$ cat src/rtl/idt_cfg_shifter.sv
// idt_cfg_shifter: serial programmer for the IDT clock synthesizer's 24-bit
// configuration word ({c[1:0], ttl, f[1:0], s[2:0], v[8:0], r[6:0]}).
//
// Ports:
//   clk        config clock (osc_clk domain)
//   reset_     asynchronous active-low reset
//   cfg_start  one-cycle request to program cfg_word
//   cfg_word   word to send, latched only when a start is accepted
//   busy       high while a programming sequence runs
//   done       one-cycle pulse when a sequence completes
//   idt_sclk   serial clock to the IDT part
//   idt_data   serial data, bit 23 first
//   idt_strobe load strobe to the IDT part
//
// Optional macro IDT_AUTO_CFG_EN: when defined, a DEFAULT_CFG sequence starts
// on the first clk edge after reset release, with no cfg_start needed.
module idt_cfg_shifter #(
    parameter int unsigned  CLK_DIV       = 2,
    parameter int unsigned  STROBE_CYCLES = 4,
    parameter logic [23:0]  DEFAULT_CFG   = 24'h310126
) (
    input  logic        clk,
    input  logic        reset_,
    input  logic        cfg_start,
    input  logic [23:0] cfg_word,
    output logic        busy,
    output logic        done,
    output logic        idt_sclk,
    output logic        idt_data,
    output logic        idt_strobe
);

    localparam logic [2:0] IDLE   = 3'd0;
    localparam logic [2:0] LOW    = 3'd1;
    localparam logic [2:0] HIGH   = 3'd2;
    localparam logic [2:0] GAP    = 3'd3;
    localparam logic [2:0] STROBE = 3'd4;

    localparam logic [7:0] DIV_LD = 8'(CLK_DIV - 1);
    localparam logic [7:0] STB_LD = 8'(STROBE_CYCLES - 1);

    logic [2:0]  state;
    logic [7:0]  cnt;
    logic [4:0]  bit_cnt;
    // Bit 23 goes straight to idt_data at start, so only 22..0 are held.
    logic [22:0] shift_reg;

    logic        go;
    logic [23:0] go_word;

`ifdef IDT_AUTO_CFG_EN
    // Set by reset, cleared on the first edge after release; that edge
    // launches the default sequence while the FSM is known to be IDLE.
    logic auto_pend;

    always_ff @(posedge clk or negedge reset_) begin
        if (!reset_) begin
            auto_pend <= 1'b1;
        end else begin
            auto_pend <= 1'b0;
        end
    end

    assign go      = auto_pend | cfg_start;
    assign go_word = auto_pend ? DEFAULT_CFG : cfg_word;
`else
    assign go      = cfg_start;
    assign go_word = cfg_word;
`endif

    always_ff @(posedge clk or negedge reset_) begin
        if (!reset_) begin
            state      <= IDLE;
            cnt        <= '0;
            bit_cnt    <= '0;
            shift_reg  <= '0;
            busy       <= 1'b0;
            done       <= 1'b0;
            idt_sclk   <= 1'b0;
            idt_data   <= 1'b0;
            idt_strobe <= 1'b0;
        end else begin
            done <= 1'b0;
            case (state)
                IDLE: begin
                    if (go) begin
                        shift_reg <= go_word[22:0];
                        bit_cnt   <= 5'd23;
                        busy      <= 1'b1;
                        idt_data  <= go_word[23];
                        idt_sclk  <= 1'b0;
                        cnt       <= DIV_LD;
                        state     <= LOW;
                    end
                end
                LOW: begin
                    if (cnt == 8'd0) begin
                        idt_sclk <= 1'b1;
                        cnt      <= DIV_LD;
                        state    <= HIGH;
                    end else begin
                        cnt <= cnt - 8'd1;
                    end
                end
                HIGH: begin
                    if (cnt == 8'd0) begin
                        idt_sclk <= 1'b0;
                        cnt      <= DIV_LD;
                        if (bit_cnt != 5'd0) begin
                            bit_cnt   <= bit_cnt - 5'd1;
                            idt_data  <= shift_reg[22];
                            shift_reg <= {shift_reg[21:0], 1'b0};
                            state     <= LOW;
                        end else begin
                            idt_data <= 1'b0;
                            state    <= GAP;
                        end
                    end else begin
                        cnt <= cnt - 8'd1;
                    end
                end
                GAP: begin
                    if (cnt == 8'd0) begin
                        idt_strobe <= 1'b1;
                        cnt        <= STB_LD;
                        state      <= STROBE;
                    end else begin
                        cnt <= cnt - 8'd1;
                    end
                end
                STROBE: begin
                    if (cnt == 8'd0) begin
                        idt_strobe <= 1'b0;
                        busy       <= 1'b0;
                        done       <= 1'b1;
                        state      <= IDLE;
                    end else begin
                        cnt <= cnt - 8'd1;
                    end
                end
                default: state <= IDLE;
            endcase
        end
    end

endmodule

$ cat config.mk
export PLATFORM = sky130hd
export DESIGN_NAME = idt_cfg_shifter
export DESIGN_NICKNAME = d
export VERILOG_FILES = /design/src/rtl/idt_cfg_shifter.sv
export SDC_FILE = /design/constraint.sdc
export NUM_CORES = 1
export LEC_CHECK = 0
export CELL_PAD_IN_SITES_DETAIL_PLACEMENT = 0
export CELL_PAD_IN_SITES_GLOBAL_PLACEMENT = 1
export CORE_MARGIN = 2
export CORE_UTILIZATION = 43
export CTS_BUF_LIST = sky130_fd_sc_hd__clkbuf_4
export DETAILED_ROUTE_END_ITERATION = 10
export GPL_TIMING_DRIVEN = 0
export PLACE_DENSITY = 0.84
export SLEW_MARGIN = 20
export SYNTH_ARGS = -nofsm -noshare
export SYNTH_HDL_FRONTEND = slang
export SYNTH_SLANG_ARGS = --single-unit
$ cat constraint.sdc
create_clock -name clk -period 2.73 [get_ports clk]
set_clock_uncertainty 0.15 [all_clocks]
set_input_delay 0.273 -clock clk [delete_from_list [all_inputs] [get_ports clk]]
set_output_delay 0.273 -clock clk [all_outputs]
set_load 0.01 [all_outputs]
## Word level (Yosys, flattened, before mapping)

Cells that the tools add are included.

- Add/sub/neg operators: 2
- Equality and inequality tests: 11
- Reduce and logical (&&, ||, !) cells: 16
- Multiplexer cells: 33

Operator list:

| operator | count |
|---|---|
| 23-bit 2-to-1 mux | 3 |
| 23-bit case mux with 2 select lines | 1 |
| 8-bit 2-to-1 mux | 4 |
| 8-bit case mux with 4 select lines | 1 |
| 3-bit 2-to-1 mux | 5 |
| 5-bit 2-to-1 mux | 3 |
| 3-bit case mux with 5 select lines | 1 |
| 2-bit inequality test (second input constant) | 7 |
| 3-bit AND reduction | 4 |
| 5-bit case mux with 2 select lines | 1 |
| 1-bit 2-to-1 mux | 9 |
| 8-bit logical NOT | 1 |
| 4-bit AND reduction | 2 |
| 8-bit by 1-bit subtractor with 8-bit output (second input constant) | 1 |
| 3-bit by 2-bit == test with 1-bit output (second input constant) | 2 |
| 1-bit case mux with 2 select lines | 3 |
| 2-bit nonzero test | 3 |
| 5-bit AND reduction | 1 |
| 5-bit nonzero test | 1 |
| 5-bit by 1-bit subtractor with 5-bit output (second input constant) | 1 |
| 4-bit nonzero test | 1 |
| 3-bit by 1-bit == test with 1-bit output (second input constant) | 1 |
| 3-bit == test (second input constant) | 1 |
| 3-bit logical NOT | 1 |
| 4 further kinds | 4 |

- Output and inout port bits: 5
- Bits of input ports: 27
- Register bits after elaboration: 44

## Longest topological paths before layout

Gate-level depths: netlist of the first run.

- Depth in word-level cells: 4
- Gate-level depth with buffers: 8
- Gate-level depth less buffers: 6

## Least setup slack after synthesis of the first run

No wires, ideal clock.

- Path kind: register to register
- Start point: reg cnt[0]
- End point: reg cnt[7]
- Data arrival time: 1.863 ns
- Cell stages (with the launch flop): 8
- Path buffers: 1
- Slack: 0.592 ns
- Cell sequence: dfrtp_1 inv_1 ha_1 or3b_1 buf_2 o41ai_4 nor2b_1 mux2_2

- Word-level cells in the longest chain between the ends: 3

Ends and longest elaborated chain:

| element | RTL line | source |
|---|---|---|
| from (decl) | 43 | `logic [7:0] cnt;` |
| from (signal assigned) | 102 | `cnt <= cnt - 8'd1;` |
| from (signal assigned) | 119 | `cnt <= cnt - 8'd1;` |
| from (signal assigned) | 128 | `cnt <= cnt - 8'd1;` |
| 8-bit by 1-bit subtractor with 8-bit output or 8-bit logical NOT (tied branches) | - |  |
| 8-bit 2-to-1 mux (tied with other cells) | 132 | `if (cnt == 8'd0) begin` |
| 8-bit case mux with 4 select lines or 3-bit AND reduction (tied branches) | - |  |

Parallel ways exist; a longest one is shown, timed or not. The select of a mux whose other input is x is not followed.
A chain may end at the register's enable or synchronous reset.

## Worst setup path in the final report of the first run

- Start point: reg cnt[0]
- End point: reg shift_reg[5]

- Word-level cells in the longest chain between the ends: 3

Ends and longest elaborated chain:

| element | RTL line | source |
|---|---|---|
| 8-bit logical NOT | 106 | `if (cnt == 8'd0) begin` |
| 2-bit inequality test (no line) | - |  |
| 4-bit AND reduction (no line) | - |  |
| to (signal assigned) | 87 | `shift_reg <= go_word[22:0];` |
| to (signal assigned) | 112 | `shift_reg <= {shift_reg[21:0], 1'b0};` |
| to (decl) | 46 | `logic [22:0] shift_reg;` |

Every way passes these cells.

==> results.py, run 1 <==
metrics = {
    "grt": {
        "met3_usage_pct": 4.09,
        "grt_max_degree": 24,
        "grt_pass1_vias": 2051,
        "grt_overflow": 0,
        "grt_use_total_pct": 19.3,
        "grt_pass1_wl_um": 9580,
        "grt_busiest_layer": "met2",
        "antenna_found_initial": 0,
        "grt_util_met2_pct": 30.3,
        "use_met1_pct": 26.8,
    },
    "floorplan": {
        "die_h_um": 78.9,
        "die_area_sq_um": 6220,
        "io_pins": 32,
        "die_x_um": 78.9,
        "start_util_pct": 44.0,
        "coreArea_sq_um": 5470,
        "placementRows": 27,
    },
    "detailed_routing": {
        "drc_errors": 0,
        "viasPerCell": 5.69,
        "drt-total-wl_um": 5570,
        "firstDrtPassIters": 4,
        "drtIter0Drc": 93,
        "wl_per_cell_um": 14.6,
        "ant_nets": 0,
        "vias": 2173,
    },
    "synthesis": {
        "avgSynthCellArea_sq_um": 8.93,
        "syn-num-nets": 300,
        "synthCells": 270,
        "synth_async_sr_flop_share_pct": 100,
        "yosysSeqAreaShare_pct": 45.7,
        "ys_types": 50,
        "yosysWarnings": 0,
        "synth_edf_count": 0,
        "synthesis.area_sq_um": 2410,
        "synth-seq-cells": 44,
        "synth_flop_cell": "dfrtp_1",
    },
    "cts": {
        "cts_repair_resize_count": 0,
        "numClockSinks": 44,
        "cts_tree": "yes",
        "cts_made_buffers": 5,
        "cts_root_buf": "clkbuf_4",
        "clk_latency_ps": 360,
        "cts_htree_levels": 2,
        "clk_pin_slew_ps": 130,
        "cts_buffer_depth": 2,
    },
    "layout": {
        "final_util_pct": 52.8,
        "seqCellArea_sq_um": 1100,
        "largest_register_ffs": 23,
        "layoutNonFillerInstCount": 382,
        "drive_above_1_share_pct": 10.6,
        "syn2layout_area_growth_pct": 19.8,
        "final_net_count": 340,
        "diodes": 0,
        "fill_cells": 541,
        "multi_input_area_sq_um": 1180,
    },
    "placement": {
        "gp_congestion": 0.931,
        "portBuffers": 31,
        "placed_cells": 374,
        "place_ws_ps": 264,
        "hpwl_um": 4020,
    },
    "timing": {
        "layout_min_cycle_time_ps": 2510,
        "rsz0062_at_grt": "false",
        "worstMarginPinSlew_ps": 608,
        "drv_slew": 0,
        "fin_crit_sh_pct": 92.1,
        "hold_violations": 0,
        "slew_headroom_pct": 59.1,
        "setup_viol": 0,
        "fin_ws_ps": 215,
        "fmax_mhz": 398,
    },
    "critical_path": {
        "critPathLaunchType": "flop",
        "path_class": "flop to flop",
        "cp.arrival_ps": 2640,
        "worst_setup_path_end_kind": "flop",
        "cp_data_required_time_ps": 2860,
        "path_max_fanout": 10,
    },
    "power": {
        "power_leakage_nw": 1.15,
        "p_per_area_nw_per_um2": 849,
        "vdd_ir_drop_max_mv": 0.389,
    },
    "flow_run": {
        "cap_violations": 0,
    },
    "status": {
        "status": "finished, final reports clean",
    },
    "hold_path": {
        "min_path_type": "input port to asynchronous set/reset pin",
    },
}
power breakdown:
group / internal, mW / switching (mW) / leakage [nW]
clock network: 0.0904 / 0.208 / 0.0261
registers: 0.915 / 0.187 / 0.492
logic: 0.494 / 0.558 / 0.632
total: 1.50 / 0.953 / 1.15
cells by family after synthesis:
logic type                 share of synthesized area [%]
DFF                                                 45.7
and+or+nand+nor                                     27.0
adders and majority gates                           1.97
buffers and inverters                               5.50
xor gates and xnor gates                           0.364
AOI/OAI and AO/OA                                   18.5
muxes                                              0.935
stage by stage:
stage / TNS, ps / cell area (sq um) / power (mW) / hold slack (ps)
2_1_floorplan: 0 / 2410 / 1.87 / -173
3_3_place_gp: -1440 / 2810 / 2.14 / 334
3_5_place_dp: 0 / 2830 / 2.17 / 154
4_1_cts: 0 / 2890 / 2.47 / 301
5_1_grt: 0 / 2890 / 2.66 / 325
6_report: 0 / 2890 / 2.45 / 281
final cells by class:
cell class / count / share of cell area [%]
clock buffers: 5 / 1.30
repair buffers: 33 / 11.9
inverters: 7 / 0.910
clock inverters: 2 / 0.260
well taps: 72 / 3.12
plain buffers: 21 / 3.68
multi-input cells: 198 / 40.7
flip-flops and latches: 44 / 38.1
critical path, cell delays in order, from the launching register on:
cell	delay (ps)
dfrtp_1	430
inv_1	100
ha_1	240
nor3b_1	540
and4_1	350
buf_4	190
buf_2	240
nor3_1	70
a31oi_1	140
per-layer routing:
metal | vias to the layer above | wire length, um
li1 | 1072 | -
met1 | 1045 | 2690
met2 | 54 | 2570
met3 | 2 | 273
met4 | 0 | 33
met5 | - | 0
synth_stat cells (2+ instances only):
cell type / instances / area, sq um
nand3_1: 3 / 15.0
buf_4: 2 / 15.0
a31oi_1: 29 / 181
a211oi_1: 3 / 22.5
nor3b_1: 2 / 15.0
or4_1: 2 / 15.0
buf_2: 10 / 50.1
nor3_1: 27 / 135
a21oi_1: 8 / 40.0
o22ai_1: 2 / 12.5
mux2_2: 2 / 22.5
nand4_1: 2 / 12.5
nand2b_1: 2 / 12.5
nor2b_1: 3 / 18.8
o221ai_1: 2 / 17.5
a32oi_1: 2 / 17.5
and4_1: 2 / 17.5
ha_1: 3 / 37.5
clkbuf_1: 8 / 30.0
inv_1: 7 / 26.3
dfrtp_1: 44 / 1100
or3b_2: 2 / 17.5
nor4_1: 3 / 18.8
nand2_1: 52 / 195
or3_1: 5 / 31.3
o21ai_0: 10 / 50.1
nor2_1: 10 / 37.5
path summary, 6_finish.rpt:
path	start	end	slack [ps]	depth (start not counted)
max	cnt[0]$_DFFE_PN0P_	shift_reg[5]$_DFFE_PN0P_	220	8
min in group clk	cfg_word[16]	shift_reg[16]$_DFFE_PN0P_	320	3
min reg2reg	bit_cnt[0]$_DFFE_PN0P_	bit_cnt[0]$_DFFE_PN0P_	350	1
min	reset_	cnt[2]$_DFFE_PN0P_	280	2
max reg2reg	cnt[0]$_DFFE_PN0P_	shift_reg[5]$_DFFE_PN0P_	220	8
max in group asynchronous	reset_	shift_reg[1]$_DFFE_PN0P_	1630	3
what timing repair did:
item | 4_1_cts | 5_1_grt
hold buffers | 1 | 0
buffers inserted | 0 | 0
endpoints found under the hold margin | 22 | 0
cell usage in the layout (no fill, tap or decap), drive strengths merged, types with 2 or more instances in the layout:
master and n:
a21oi 8, or3 5, a31oi 29, clkdlybuf4s50 30
o22ai 2, a32oi 2, nor2 11, nor2b 3
a211oi 3, mux2 2, nor3b 3, o221ai 2
o21ai 11, and4 2, clkbuf 13, dfrtp 44
clkinv 2, buf 15, nand3 3, or3b 3
nor3 28, or4 3, nand4 2, ha 3
nand2 52, nand2b 2, inv 7, nor4 4
or4b 2
No activity file was read; power rests on OpenSTA's default activity.
==> run 2: changes to the inputs <==
--- a/config.mk
+++ b/config.mk
@@ -12,7 +12,7 @@
 export CTS_BUF_LIST = sky130_fd_sc_hd__clkbuf_4
 export DETAILED_ROUTE_END_ITERATION = 10
 export GPL_TIMING_DRIVEN = 0
-export PLACE_DENSITY = 0.84
+export PLACE_DENSITY_LB_ADDON = 0.1
 export SLEW_MARGIN = 20
 export SYNTH_ARGS = -nofsm -noshare
 export SYNTH_HDL_FRONTEND = slang
==> run 2 against run 1 <==
Effect of this change: non-clock buffer count did not move; total power rose by 5.1%; largest power group unchanged; highest routed layer unchanged; setup slack got worse by 27 ps; routed wire length rose by 4.3%; first-iteration DRC count rose by 31%; global-route usage rose by 1.1 points; sequential cell count did not move.
==> results.py, run 2 (synthesis results as in run 1) <==
metrics = {
    "status": {
        "status": "finished, final reports clean",
    },
    "placement": {
        "gp_congestion": 0.771,
        "hpwl_um": 4160,
        "placed_cells": 374,
        "dpl-instance-area_sq_um": 2830,
        "portBuffers": 31,
    },
    "detailed_routing": {
        "drt-total-wl_um": 5800,
        "drc_errors": 0,
        "vias": 2175,
        "ant_nets": 0,
        "wl_per_cell_um": 15.2,
        "drtIter0Drc": 122,
        "viasPerCell": 5.68,
        "firstDrtPassIters": 4,
    },
    "critical_path": {
        "rrSetupSlack_ps": 190,
        "timing.rr.end": "shift_reg[7]$_DFFE_PN0P_",
        "worst_setup_path_end_kind": "flop",
        "reg2reg_from": "cnt[0]$_DFFE_PN0P_",
        "cp_data_required_time_ps": 2860,
        "path_max_fanout": 10,
        "cp.arrival_ps": 2670,
        "critPathLaunchType": "flop",
        "path_class": "flop to flop",
        "critPathSlowestCell": "nor3b_1",
        "max_stage_delay_ps": 550,
        "worstPathCellList": "inv_1 -> ha_1 -> nor3b_1 -> and4_1 -> buf_4 -> buf_2 -> nor3_1 -> a31oi_1",
        "r2r_cells": 8,
    },
    "grt": {
        "antenna_found_initial": 0,
        "grt_pass1_wl_um": 10100,
        "grt_max_degree": 25,
        "grt_pass1_vias": 2095,
        "grt_overflow": 0,
        "grt_use_total_pct": 20.5,
    },
    "power": {
        "clockPowerShare_pct": 16.6,
        "pwr-share-seq_pct": 42.8,
        "switchingPower_mw": 0.969,
        "power_leakage_nw": 1.17,
        "p_int_mw": 1.61,
        "p_per_area_nw_per_um2": 884,
        "vdd_ir_drop_max_mv": 0.310,
        "switching_share_pct": 37.6,
        "pwr-share-comb_pct": 40.6,
    },
    "layout": {
        "final_cell_mix": "nand2_1 (52), dfrtp_1 (44), clkdlybuf4s50_1 (30)",
        "design_area_sq_um": 2920,
        "largest_register_ffs": 23,
        "diodes": 0,
        "syn2layout_area_growth_pct": 21.0,
        "multi_input_area_sq_um": 1180,
        "fill_cells": 544,
        "layoutNonFillerInstCount": 383,
        "seqCellArea_sq_um": 1100,
        "final_net_count": 340,
        "final_common_cell": "nand2_1",
        "drive_above_1_share_pct": 11.6,
    },
    "timing": {
        "fin_crit_sh_pct": 93.1,
        "worstMarginPinSlew_ps": 623,
        "drv_slew": 0,
        "setup_viol": 0,
        "fmax_mhz": 393,
        "hold_violations": 0,
        "slew_headroom_pct": 58.4,
        "timing.hold.ws_ps": 245,
        "layout_min_cycle_time_ps": 2540,
        "rsz0062_at_grt": "false",
    },
    "floorplan": {
        "placementRows": 27,
        "die_h_um": 78.9,
        "die_x_um": 78.9,
        "die_area_sq_um": 6220,
        "io_pins": 32,
        "coreArea_sq_um": 5470,
        "start_util_pct": 44.0,
    },
    "cts": {
        "clk_latency_ps": 360,
        "cts_root_buf": "clkbuf_4",
        "cts_htree_levels": 2,
        "cts_tree": "yes",
        "clk_pin_slew_ps": 140,
        "numClockSinks": 44,
        "cts_setup_buffers": 0,
        "cts_made_buffers": 5,
        "cts_buffer_depth": 2,
    },
    "hold_path": {
        "min_path_type": "input port to asynchronous set/reset pin",
    },
    "flow_run": {
        "cap_violations": 0,
    },
}
-- run 2: cell count changes in the layout (fill, tap and decap cells not counted), sizes merged --
cell    change
clkbuf      +1
clkinv      -1
bufinv      +1
-- run 2: how the worst max path moves through the flow --
stage | startpoint | endpoint | slack, ps
2_1_floorplan | cnt[0]$_DFFE_PN0P_ | cnt[7]$_DFFE_PN0P_ | 590
3_3_place_gp | reset_ | shift_reg[18]$_DFFE_PN0P_ | -80
3_5_place_dp | cnt[0]$_DFFE_PN0P_ | shift_reg[11]$_DFFE_PN0P_ | 240
4_1_cts | cnt[0]$_DFFE_PN0P_ | shift_reg[7]$_DFFE_PN0P_ | 190
5_1_grt | cnt[0]$_DFFE_PN0P_ | shift_reg[6]$_DFFE_PN0P_ | 1
6_report | cnt[0]$_DFFE_PN0P_ | shift_reg[7]$_DFFE_PN0P_ | 190
-- run 2: timing repair --
item / 4_1_cts / 5_1_grt
resized for setup: 0 / 0
endpoints found under the hold margin: 20 / 0
hold buffers: 1 / 0
-- run 2: cell type report --
class / count / area share [%]
Clock buffer: 6 / 1.55
Sequential cell: 44 / 37.8
Timing Repair Buffer: 33 / 11.5
Multi-Input combinational cell: 198 / 40.3
Clock inverter: 2 / 1.20
Buffer: 21 / 3.65
Tap cell: 72 / 3.09
Inverter: 7 / 0.901
-- run 2: power groups by stage --
stage / registers [mW] / clock network, mW / logic, mW
after CTS: 1.10 / 0.438 / 1.06
after detailed placement: 1.12 / 0 / 1.05
after global placement: 1.11 / 0 / 1.04
after global routing: 1.14 / 0.465 / 1.18
after floorplan: 1.08 / 0 / 0.798
final: 1.10 / 0.427 / 1.05
-- run 2: critical path: cells and delay by family (launching register included) --
family | cells | cell delay (ps)
and+or+nand+nor | 3 | 960
DFF | 1 | 430
adders and majority gates | 1 | 240
buffers and inverters | 3 | 530
AOI/OAI and AO/OA | 1 | 150
-- run 2: routing by layer --
metal	wire, um	GRT usage [%]
met3	197	3.86
met2	2690	34.0
met1	2860	27.7
met4	59	5.17
met5	0	0
-- run 2: metrics by stage --
stage | power (mW) | utilization (%) | setup WS [ps] | TNS, ps
4_1_cts | 2.60 | 53.3 | 194 | 0
2_1_floorplan | 1.87 | - | 592 | 0
3_5_place_dp | 2.17 | 51.6 | 237 | 0
6_report | 2.58 | 53.3 | 189 | 0
3_3_place_gp | 2.14 | 51.3 | -76.3 | -3210
5_1_grt | 2.78 | 53.3 | 1.14 | 0
==> run 3: changes to the inputs <==
--- a/config.mk
+++ b/config.mk
@@ -6,9 +6,9 @@
 export NUM_CORES = 1
 export LEC_CHECK = 0
 export CELL_PAD_IN_SITES_DETAIL_PLACEMENT = 0
-export CELL_PAD_IN_SITES_GLOBAL_PLACEMENT = 1
+export CELL_PAD_IN_SITES_GLOBAL_PLACEMENT = 2
 export CORE_MARGIN = 2
-export CORE_UTILIZATION = 43
+export CORE_UTILIZATION = 35
 export CTS_BUF_LIST = sky130_fd_sc_hd__clkbuf_4
 export DETAILED_ROUTE_END_ITERATION = 10
 export GPL_TIMING_DRIVEN = 0
==> run 3 against run 2 <==
Effect of this change: via count is 2.4% lower; largest cell class unchanged; global-route usage shrank 2.9 points; sequential cell count unchanged; highest routed layer unchanged; die area is 22% higher; critical path depth fell by 1; sequential share of layout area grew 0.11 points; register-to-register slack better by 80 ps; count of clock-buffer cells in the layout unchanged; largest power group unchanged; total power decreased by 2.9%.
==> results.py, run 3 (synthesis results as in run 1) <==
metrics = {
    "status": {
        "status": "finished, final reports clean",
    },
    "timing": {
        "fin_crit_sh_pct": 90.2,
        "fmax_mhz": 406,
        "worstMarginPinSlew_ps": 567,
        "setup_viol": 0,
        "drv_slew": 0,
        "finalSetupTns_ps": 0,
        "timing.hold.ws_ps": 270,
        "hold_violations": 0,
        "layout_min_cycle_time_ps": 2460,
        "slew_headroom_pct": 61.2,
        "rsz0062_at_grt": "false",
    },
    "layout": {
        "final_common_cell": "nand2_1",
        "syn2layout_area_growth_pct": 20.6,
        "final_cell_mix": "nand2_1 (52), dfrtp_1 (44), clkdlybuf4s50_1 (30)",
        "fill_cells": 688,
        "largest_register_ffs": 23,
        "diodes": 0,
        "final_net_count": 340,
        "drive_above_1_share_pct": 11.6,
    },
    "grt": {
        "antenna_found_initial": 0,
        "grt_use_total_pct": 17.6,
        "grt_pass1_vias": 2011,
        "grt_overflow": 0,
        "grt_max_degree": 24,
        "grt_pass1_wl_um": 10500,
    },
    "power": {
        "power_mw": 2.50,
        "power_leakage_nw": 1.15,
        "p_per_area_nw_per_um2": 861,
        "vdd_ir_drop_max_mv": 0.261,
    },
    "critical_path": {
        "timing.rr.end": "cnt[7]$_DFFE_PN0P_",
        "reg2reg_from": "cnt[0]$_DFFE_PN0P_",
        "crit_start": "cnt[0]$_DFFE_PN0P_",
        "crit_end": "cnt[7]$_DFFE_PN0P_",
        "cp_data_required_time_ps": 2840,
        "path_class": "flop to flop",
        "worst_setup_path_end_kind": "flop",
        "critPathLaunchType": "flop",
        "rrSetupSlack_ps": 270,
        "cp.arrival_ps": 2580,
        "path_max_fanout": 8,
        "r2r_cells": 7,
    },
    "floorplan": {
        "start_util_pct": 35.9,
        "die_x_um": 87.0,
        "die_h_um": 87.0,
        "coreArea_sq_um": 6720,
        "io_pins": 32,
        "die_area_sq_um": 7560,
        "placementRows": 30,
    },
    "placement": {
        "gp_congestion": 0.748,
        "hpwl_um": 4370,
        "portBuffers": 31,
    },
    "hold_path": {
        "min_path_type": "input port to asynchronous set/reset pin",
    },
    "flow_run": {
        "cap_violations": 0,
    },
    "detailed_routing": {
        "wl_per_cell_um": 15.7,
        "vias": 2122,
        "firstDrtPassIters": 4,
        "viasPerCell": 5.43,
        "drtIter0Drc": 102,
        "drc_errors": 0,
        "drt-total-wl_um": 6160,
        "ant_nets": 0,
    },
    "cts": {
        "cts_made_buffers": 5,
        "cts_root_buf": "clkbuf_4",
        "cts_buffer_depth": 2,
        "cts_setup_buffers": 0,
        "cts_htree_levels": 2,
        "clk_pin_slew_ps": 150,
        "numClockSinks": 44,
        "clk_latency_ps": 370,
        "cts_tree": "yes",
    },
}
run 3: repair_timing:
item | 4_1_cts | 5_1_grt
hold buffers | 1 | 0
endpoints found under the setup margin | 0 | 6
hold endpoints to repair | 21 | 0
resized for setup | 0 | 1
run 3: area by class of cell:
class	instances	area (sq um)	share of cell area [%]
Clock inverter	2	11.3	0.387
Multi-Input combinational cell	198	1180	40.6
Timing Repair Buffer	33	335	11.5
Clock buffer	6	45.0	1.55
Tap cell	80	100	3.44
Buffer	21	106	3.66
Inverter	7	26.3	0.904
Sequential cell	44	1100	37.9
run 3: worst min-delay path by stage:
stage | endpoint | from | cells after the start
finish | shift_reg[11]$_DFFE_PN0P_ | reset_ | 2
global placement | bit_cnt[0]$_DFFE_PN0P_ | bit_cnt[0]$_DFFE_PN0P_ | 1
CTS | shift_reg[11]$_DFFE_PN0P_ | reset_ | 2
detailed placement | cnt[4]$_DFFE_PN0P_ | reset_ | 1
floorplan | bit_cnt[0]$_DFFE_PN0P_ | reset_ | 0
global route | shift_reg[18]$_DFFE_PN0P_ | cfg_word[18] | 3
run 3: metal layers:
metal	vias up	global-route usage [%]	part of all wire, %
met1	1007	25.3	50
met4	0	5.26	1.0
met5	-	0	0
met3	5	3.32	2.8
met2	34	26.9	46
li1	1076	-	-
run 3: report_power, final:
group	internal, mW	leakage [nW]	switching (mW)
combinational	0.495	0.631	0.562
clock	0.108	0.0293	0.230
sequential	0.914	0.492	0.192
run 3: worst max-delay path, cell delays in order (launching register included):
cell and delay [ps]:
dfrtp_1 410, inv_1 80, ha_1 250, or3b_1 170, buf_2 210, o21ai_2 140, a2111oi_0 560, mux2_2 390
run 3: metrics by stage:
stage          area, sq um  util (%)  cells  worst slack (ps)
2_1_floorplan         2410         -    270               592
3_3_place_gp          2820      42.0    381              -149
3_5_place_dp          2840      42.2    382               190
4_1_cts               2900      43.2    391               143
5_1_grt               2910      43.3    391               139
6_report              2910      43.3    391               268
